`config.mk`:
```
export PLATFORM = sky130hd
export DESIGN_NAME = barrett_for_677
export DESIGN_NICKNAME = d
export VERILOG_FILES = /design/src/rtl/barrett677_pkg.sv /design/src/rtl/barrett677_cond_sub.sv /design/src/rtl/barrett_for_677.sv
export SDC_FILE = /design/constraint.sdc
export NUM_CORES = 1
export LEC_CHECK = 0
export BUFFER_PORTS_ARGS = -buffer_cell sky130_fd_sc_hd__buf_2
export CELL_PAD_IN_SITES_DETAIL_PLACEMENT = 0
export CELL_PAD_IN_SITES_GLOBAL_PLACEMENT = 1
export CORE_ASPECT_RATIO = 1.5
export CORE_MARGIN = 3
export CORE_UTILIZATION = 40
export DETAILED_ROUTE_END_ITERATION = 16
export PLACE_DENSITY_LB_ADDON = 0.05
export SLEW_MARGIN = 40
export SYNTH_ARGS = -nofsm -noshare
export SYNTH_HDL_FRONTEND = slang
export SYNTH_SLANG_ARGS = --single-unit
```
`constraint.sdc`:
```
create_clock -name clk -period 14.56 [get_ports clk]
set_input_delay 0.728 -clock clk [delete_from_list [all_inputs] [get_ports clk]]
set_output_delay 0.728 -clock clk [all_outputs]
set_load 0.02 [all_outputs]
```
`src/rtl/barrett677_pkg.sv`:
```
// barrett677_pkg: shared constants for the prime-677 Barrett reducer.
//   Q     : modulus (677)
//   K     : Barrett shift (20)
//   MU    : floor(2^K / Q) = 1548
//   IN_W  : operand width (19), OUT_W : residue width (10)
//   P_W   : width of din_a * MU (30), T_W : width of the partial remainder (12)
//   Q_W   : width of the quotient estimate (P_W - K = 10)
package barrett677_pkg;

  localparam int unsigned Q     = 677;
  localparam int unsigned K     = 20;
  localparam int unsigned MU    = 1548;
  localparam int unsigned IN_W  = 19;
  localparam int unsigned OUT_W = 10;
  localparam int unsigned P_W   = 30;
  localparam int unsigned T_W   = 12;
  localparam int unsigned Q_W   = P_W - K;

endpackage

```
`src/rtl/barrett677_cond_sub.sv`:
```
// barrett677_cond_sub: one conditional correction step of the Barrett reducer.
//   x_i : T_W-bit partial remainder
//   y_o : (x_i >= Q) ? x_i - Q : x_i
// Purely combinational.
module barrett677_cond_sub
  import barrett677_pkg::*;
(
  input  logic [T_W-1:0] x_i,
  output logic [T_W-1:0] y_o
);

  always_comb begin
    y_o = x_i;
    if (x_i >= T_W'(Q)) begin
      y_o = x_i - T_W'(Q);
    end
  end

endmodule

```
`src/rtl/barrett_for_677.sv`:
```
// barrett_for_677: streaming Barrett reducer, dout_r = din_a mod 677.
//   clk    : single clock, rising edge
//   rst    : synchronous active-high reset, clears every pipeline register
//   din_a  : 19-bit unsigned operand (0..524287)
//   dout_r : 10-bit registered residue (0..676)
// One result per clock, no handshake.
// Optional macro BARRETT677_PIPE2_EN: adds a register after the partial
// remainder t, splitting multiply/subtract from the two corrections
// (latency 2 instead of 1). Results are identical in both builds.
module barrett_for_677
  import barrett677_pkg::*;
(
  input  logic             clk,
  input  logic             rst,
  input  logic [IN_W-1:0]  din_a,
  output logic [OUT_W-1:0] dout_r
);

  logic [P_W-1:0]   p;
  logic [Q_W-1:0]   q;
  logic [IN_W-1:0]  q_times_mod;
  logic [T_W-1:0]   t;
  logic [T_W-1:0]   t_s2;
  logic [T_W-1:0]   t1;
  logic [T_W-1:0]   r;
  logic [OUT_W-1:0] dout_d;
  logic [OUT_W-1:0] dout_q;

  // Quotient estimate undershoots floor(din_a/Q) by at most 2, so t stays
  // below 3*Q and fits T_W bits; q*Q never exceeds din_a, so no wrap.
  always_comb begin
    p           = P_W'(din_a) * P_W'(MU);
    q           = Q_W'(p >> K);
    q_times_mod = IN_W'(q) * IN_W'(Q);
    t           = T_W'(din_a - q_times_mod);
  end

`ifdef BARRETT677_PIPE2_EN
  logic [T_W-1:0] t_d;
  logic [T_W-1:0] t_q;

  always_comb begin
    t_d = t;
  end

  always_ff @(posedge clk) begin
    if (rst) begin
      t_q <= '0;
    end else begin
      t_q <= t_d;
    end
  end

  always_comb begin
    t_s2 = t_q;
  end
`else
  always_comb begin
    t_s2 = t;
  end
`endif

  // Two corrections cover the worst-case underestimate of 2.
  barrett677_cond_sub u_sub0 (
    .x_i (t_s2),
    .y_o (t1)
  );

  barrett677_cond_sub u_sub1 (
    .x_i (t1),
    .y_o (r)
  );

  always_comb begin
    dout_d = OUT_W'(r);
  end

  always_ff @(posedge clk) begin
    if (rst) begin
      dout_q <= '0;
    end else begin
      dout_q <= dout_d;
    end
  end

  assign dout_r = dout_q;

endmodule

```
==> metrics.yaml, run 1 <==
core_mm2: 0.0125
place_congestion: 0.849
fp.dieW_um: 98.4
setup-tns-final_ps: 0
final-hold-violation-count: 0
start_util_pct: 40.9
die_area_mm2: 0.0142
yosys_warnings: 0
cts_tree: "done"
startpoint_type: "input pin"
hpwlAfterDp_um: 12600
synth_area_per_cell_um2: 8.30
multiInputGateArea_mm2: 0.00443
post-route-util_pct: 44.2
final_layout_size_suffix_gt1_share_pct: 8.24
die_h_um: 145
antenna_left: 0
vias_per_cell: 5.36
worst_slew_pin_slew_ps: 811
num_rows: 50
grt-ovfl-total: 0
grt_pass1_wl_um: 22300
relSlewSlack_pct: 45.9
syn_area_mm2: 0.00512
htree_levels: 1
fillCellCount: 1297
hold_path_end: "dout_r[7]$_SDFF_PP0_"
critPathMaxFanout: 13
grt_setup_unrepaired: "false"
ff_latch_area_um2: 200
num_io_pins: 31
crit_path_end_kind: "register"
antenna_found_initial: 0
firstDrtPassIters: 4
cp.arrival_ps: 10810
io_buffers: 30
crit_top_cell: "ha_1"
grt_max_degree: 14
dp_slack_ps: 3580
clkSlewWorstSetupHoldPaths_ps: 40
drc: 0
fin_nets: 821
max_stage_delay_ps: 540
area_growth_pct: 7.94
critPathTopFamily: "adder cells"
timing.hold.ws_ps: 817
ys.flop_type: "dfxtp_1"
ctsRootBufferMaster: "clkbuf_16"
cts_num_sinks: 10
clockBufferDepth: 2
grt_pass1_vias: 4534
post-route-period-util_pct: 73.4
syn_nets: 794
wire_per_inst_um: 17.2
async_reset_ff_share_pct: 0
status: "completed"
crit_buf_inv: 6
critPathSlowestCell: "fa_1"
gr-usage-all-layers_pct: 20.0
synthCells: 617
setup_ws_ps: 3870
critPathKind: "in2reg"
fin_crit_ps: 10690
cts_resized: 0
maxCapViolCount: 0
required_ps: 14680
routed_wl_um: 13800
hold_path_class: "in2reg"
num_antenna_cells: 0
numCtsBuffers: 3
synth-seq-area-share_pct: 3.91
ys_ff_latch: 10
setup_viol: 0
fmax_mhz: 93.5
min-delay-start: "rst"
worstHoldPathCells: 2
vias: 4285
first_iter_violations: 104
ctsHoldBuffers: 0
final_max_slew_viol_count: 0
largest_register_ffs: 10
ys_types: 70
synth-edff-count: 0
post_cts_buffers: 0
-- through the flow --
step | instances | area [um^2]
finish | 799 | 5530
global route | 799 | 5530
CTS | 799 | 5530
detailed placement | 795 | 5440
global placement | 795 | 5440
floorplan | 617 | 5120
-- cell type report --
type,instances,share of cell area (%)
multi-input cells,479,80.2
inverters,118,8.01
flip-flops and latches,10,3.62
well taps,156,3.53
repair buffers,32,2.99
clock buffers,4,1.61
-- cell families (layout without fill, tap and decap cells) --
group                    after synthesis  after routing  share of synthesized area (%)
AND/OR/NAND/NOR                      134            134                           13.0
AO/OA/AOI/OAI                        130            130                           17.5
adder cells (fa/ha/maj)              156            156                           44.0
flip-flops                            10             10                           3.91
buffers and inverters                128            154                           9.48
XOR/XNOR                              53             53                           10.7
multiplexers                           6              6                           1.32
-- placed cells by master (no fill, tap or decap), drive strengths merged, types with 3 or more instances in the layout --
master	netlist	routed
fa	40	40
a311oi	5	5
xor2	13	13
o31ai	3	3
mux2i	3	3
inv	118	118
ha	116	116
nor3b	3	3
o31a	3	3
and2	3	3
o21ai	23	23
nand3	7	7
nor4	4	4
a211oi	8	8
nor2b	5	5
o32ai	3	3
o2111ai	3	3
a21o	9	9
nand4	9	9
a21oi	35	35
xnor2	36	36
a21boi	4	4
mux2	3	3
nor3	15	15
clkbuf	6	4
or3	3	3
or2	6	6
dfxtp	10	10
o211ai	9	9
buf	4	32
o21a	8	8
nand2	26	26
nor2	42	42
nand2b	4	4
-- routing by layer --
metal / vias up / wire length, um / share of wire [%] / global-route usage [%]
met1: 2027 / 4740 / 34 / 18.4
li1: 2174 / - / - / -
met4: 0 / 380 / 2.8 / 6.69
met5: - / 0 / 0 / 0
met2: 60 / 8500 / 62 / 45.0
met3: 24 / 146 / 1.1 / 0.483
-- worst max-delay path by stage --
stage,start,end,slack [ps],depth (start not counted)
global route,din_a[6],dout_r[3]$_SDFF_PP0_,3170,37
global placement,din_a[6],dout_r[3]$_SDFF_PP0_,3640,36
floorplan,din_a[10],dout_r[3]$_SDFF_PP0_,4610,37
CTS,din_a[8],dout_r[3]$_SDFF_PP0_,3810,36
finish,din_a[7],dout_r[3]$_SDFF_PP0_,3870,37
detailed placement,din_a[8],dout_r[3]$_SDFF_PP0_,3580,36
-- cell usage after synthesis (all sizes together) (5+ instances only) --
library cell / n / share of area, %
xnor2: 36 / 6.7
xor2: 13 / 2.2
nand4: 9 / 1.1
a211oi: 8 / 1.3
dfxtp: 10 / 3.9
a21o: 9 / 1.3
nor2: 42 / 3.1
o211ai: 9 / 1.3
or2: 6 / 0.73
nand2: 26 / 1.9
nor3: 15 / 1.6
nand3: 7 / 0.78
o21a: 8 / 1.2
o21ai: 23 / 2.2
a311oi: 5 / 1.3
a21oi: 35 / 3.4
fa: 40 / 16
inv: 118 / 8.7
nor2b: 5 / 0.61
clkbuf: 6 / 0.44
ha: 116 / 28
Power of run 1 is left out: the tool's default activity adds up to more than one toggle a clock period on the data nets, which glitch-free logic cannot reach.
==> run 2: changes to the inputs <==
--- a/config.mk
+++ b/config.mk
@@ -5,6 +5,7 @@
 export SDC_FILE = /design/constraint.sdc
 export NUM_CORES = 1
 export LEC_CHECK = 0
+export ABC_AREA = 1
 export BUFFER_PORTS_ARGS = -buffer_cell sky130_fd_sc_hd__buf_2
 export CELL_PAD_IN_SITES_DETAIL_PLACEMENT = 0
 export CELL_PAD_IN_SITES_GLOBAL_PLACEMENT = 1
==> constraint.sdc (replaced) <==
create_clock -name clk -period 10.7 [get_ports clk]
set_input_delay 0.535 -clock clk [delete_from_list [all_inputs] [get_ports clk]]
set_output_delay 0.535 -clock clk [all_outputs]
set_load 0.02 [all_outputs]
==> metrics.yaml, run 2 <==
start_util_pct: 41.4  # was 40.9%
firstDrtPassIters: 5  # was 4
ff_latch_area_um2: 200  # unchanged
ys_types: 47  # was 70
final-hold-violation-count: 0  # unchanged
synth-edff-count: 0  # unchanged
ctsHoldBuffers: 0  # unchanged
vias_per_cell: 4.83  # was 5.36
antenna_left: 0  # unchanged
synth_top_area_share_pct: 27.9  # was 28.3%
startpoint_type: "input pin"  # unchanged
critPathMaxFanout: 17  # was 13
synth_area_per_cell_um2: 7.25  # was 8.30 um^2
max_stage_delay_ps: 570  # was 540 ps
grt-ovfl-total: 0  # unchanged
synth-seq-area-share_pct: 3.85  # was 3.91%
ys.flop_type: "dfxtp_1"  # unchanged
post-route-period-util_pct: 88.0
critPathKind: "in2reg"  # unchanged
cts_num_sinks: 10  # unchanged
maxCapViolCount: 0  # unchanged
grt_setup_unrepaired: "false"  # unchanged
layout_common_cells: "inv_1, nand2_1, ha_1, fa_1, a21oi_1"  # was inv_1, ha_1, nor2_1, fa_1, a21oi_1
setup_viol: 0  # unchanged
syn_area_mm2: 0.00520  # was 0.00512 mm^2
hpwlAfterDp_um: 12200  # was 12600 um
status: "completed"  # unchanged
first_iter_violations: 121  # was 104
fmax_mhz: 106
setup-tns-final_ps: 0  # unchanged
numCtsBuffers: 3  # unchanged
final_layout_size_suffix_gt1_share_pct: 10.6  # was 8.24%
fillCellCount: 1343  # was 1297
htree_levels: 1  # unchanged
synthCells: 718  # was 617
area_growth_pct: 6.90  # was 7.94%
num_rows: 50  # unchanged
worst_slew_pin_slew_ps: 549  # was 811 ps
die_h_um: 146  # was 145 um
post_cts_buffers: 0  # unchanged
num_antenna_cells: 0  # unchanged
core_mm2: 0.0126  # was 0.0125 mm^2
yosys_warnings: 0  # unchanged
io_buffers: 30  # unchanged
num_io_pins: 31  # unchanged
ctsRootBufferMaster: "clkbuf_16"  # unchanged
final_max_slew_viol_count: 0  # unchanged
fin_nets: 922  # was 821
grt_pass1_wl_um: 22000  # was 22300 um
syn_nets: 895  # was 794
fp.dieW_um: 99.1  # was 98.4 um
antenna_found_initial: 0  # unchanged
hold_path_class: "in2reg"  # unchanged
synthTopCellsByArea: "ha_1, fa_1, inv_1"  # unchanged
crit_path_end_kind: "register"  # unchanged
die_area_mm2: 0.0144  # was 0.0142 mm^2
clockBufferDepth: 2  # unchanged
yosys-top-cells-count: "inv_1, nand2_1, ha_1"  # was inv_1, ha_1, nor2_1
cp.arrival_ps: 9540  # was 10810 ps
gr-usage-all-layers_pct: 18.8  # was 20.0%
multiInputGateArea_mm2: 0.00427  # was 0.00443 mm^2
cts_tree: "done"  # unchanged
clkSlewWorstSetupHoldPaths_ps: 40  # about the same
wire_per_inst_um: 14.6  # was 17.2 um
async_reset_ff_share_pct: 0  # unchanged
drc: 0  # unchanged
vias: 4338  # was 4285
ys_ff_latch: 10  # unchanged
grt_max_degree: 18  # was 14
fin_crit_ps: 9420
place_congestion: 0.915  # was 0.849
synth_most_common_cell: "inv_1"  # unchanged
cts_resized: 0  # unchanged
final_common_cell: "inv_1"  # unchanged
largest_register_ffs: 10  # unchanged
relSlewSlack_pct: 63.3  # was 45.9%
routed_wl_um: 13100  # was 13800 um
critPathSlowestCell: "fa_1"  # unchanged
yosysTopAreaCell: "ha_1"  # unchanged
required_ps: 10820  # was 14680 ps
grt_pass1_vias: 4647  # was 4534
-- run 2: cell count changes in the layout (fill, tap and decap cells not counted), moves of 8 or more --
| cell | previous run | this run |
|---|---|---|
| inv_1 | 117 | 170 |
| nand2_1 | 26 | 146 |
| nand2_2 | 0 | 8 |
| nand3_1 | 6 | 22 |
| nand4_1 | 9 | 26 |
| nor2_1 | 42 | 31 |
| nor3_1 | 14 | 4 |
| o211ai_1 | 9 | 1 |
| xnor2_1 | 34 | 7 |
| xor2_1 | 13 | 25 |
-- run 2: worst max-delay path: cells and delay by family --
kind            cells  cell delay, ps
compound gates      5             930
fa+ha+maj          10            4360
buf+inv             8             610
xor+xnor            3             830
simple gates       16            2230
-- run 2: path summary, 6_finish.rpt --
path,startpoint,endpoint,cells after the start
min,rst,dout_r[4]$_SDFF_PP0_,2
max,din_a[10],dout_r[2]$_SDFF_PP0_,42
-- run 2: per-layer routing --
layer | track usage (%) | part of all wire [%]
met1 | 19.1 | 37
met2 | 40.6 | 61
met3 | 0.671 | 0.71
met4 | 3.14 | 1.6
met5 | 0 | 0
-- run 2: per-stage QoR --
stage                     utilization, %  setup slack (ps)  std cells  area [um^2]  hold WS, ps
final                               44.2              1280        899         5560          571
after global routing                44.2               515        899         5560          616
after CTS                           44.2              1280        899         5560          572
after detailed placement            43.6              1060        896         5490          818
after global placement              43.6              1220        896         5490          813
after floorplan                        -              2450        718         5200          840
-- run 2: cell type report --
| cell class | count | area share [%] |
|---|---|---|
| clock buffers | 3 | 1.35 |
| repair buffers | 30 | 2.70 |
| well taps | 156 | 3.51 |
| flip-flops and latches | 10 | 3.60 |
| multi-input cells | 521 | 76.8 |
| inverters | 179 | 12.1 |
-- run 2: kinds of logic (layout without fill, tap and decap cells) --
kind of cell	count (synthesis)	in the layout	share of synthesized area [%]
xor+xnor	38	38	7.48
compound gates	72	72	8.90
simple gates	255	255	22.4
fa+ha+maj	156	156	43.3
flops	10	10	3.85
buf+inv	187	212	14.1
Power of run 2 is left out for the same reason.
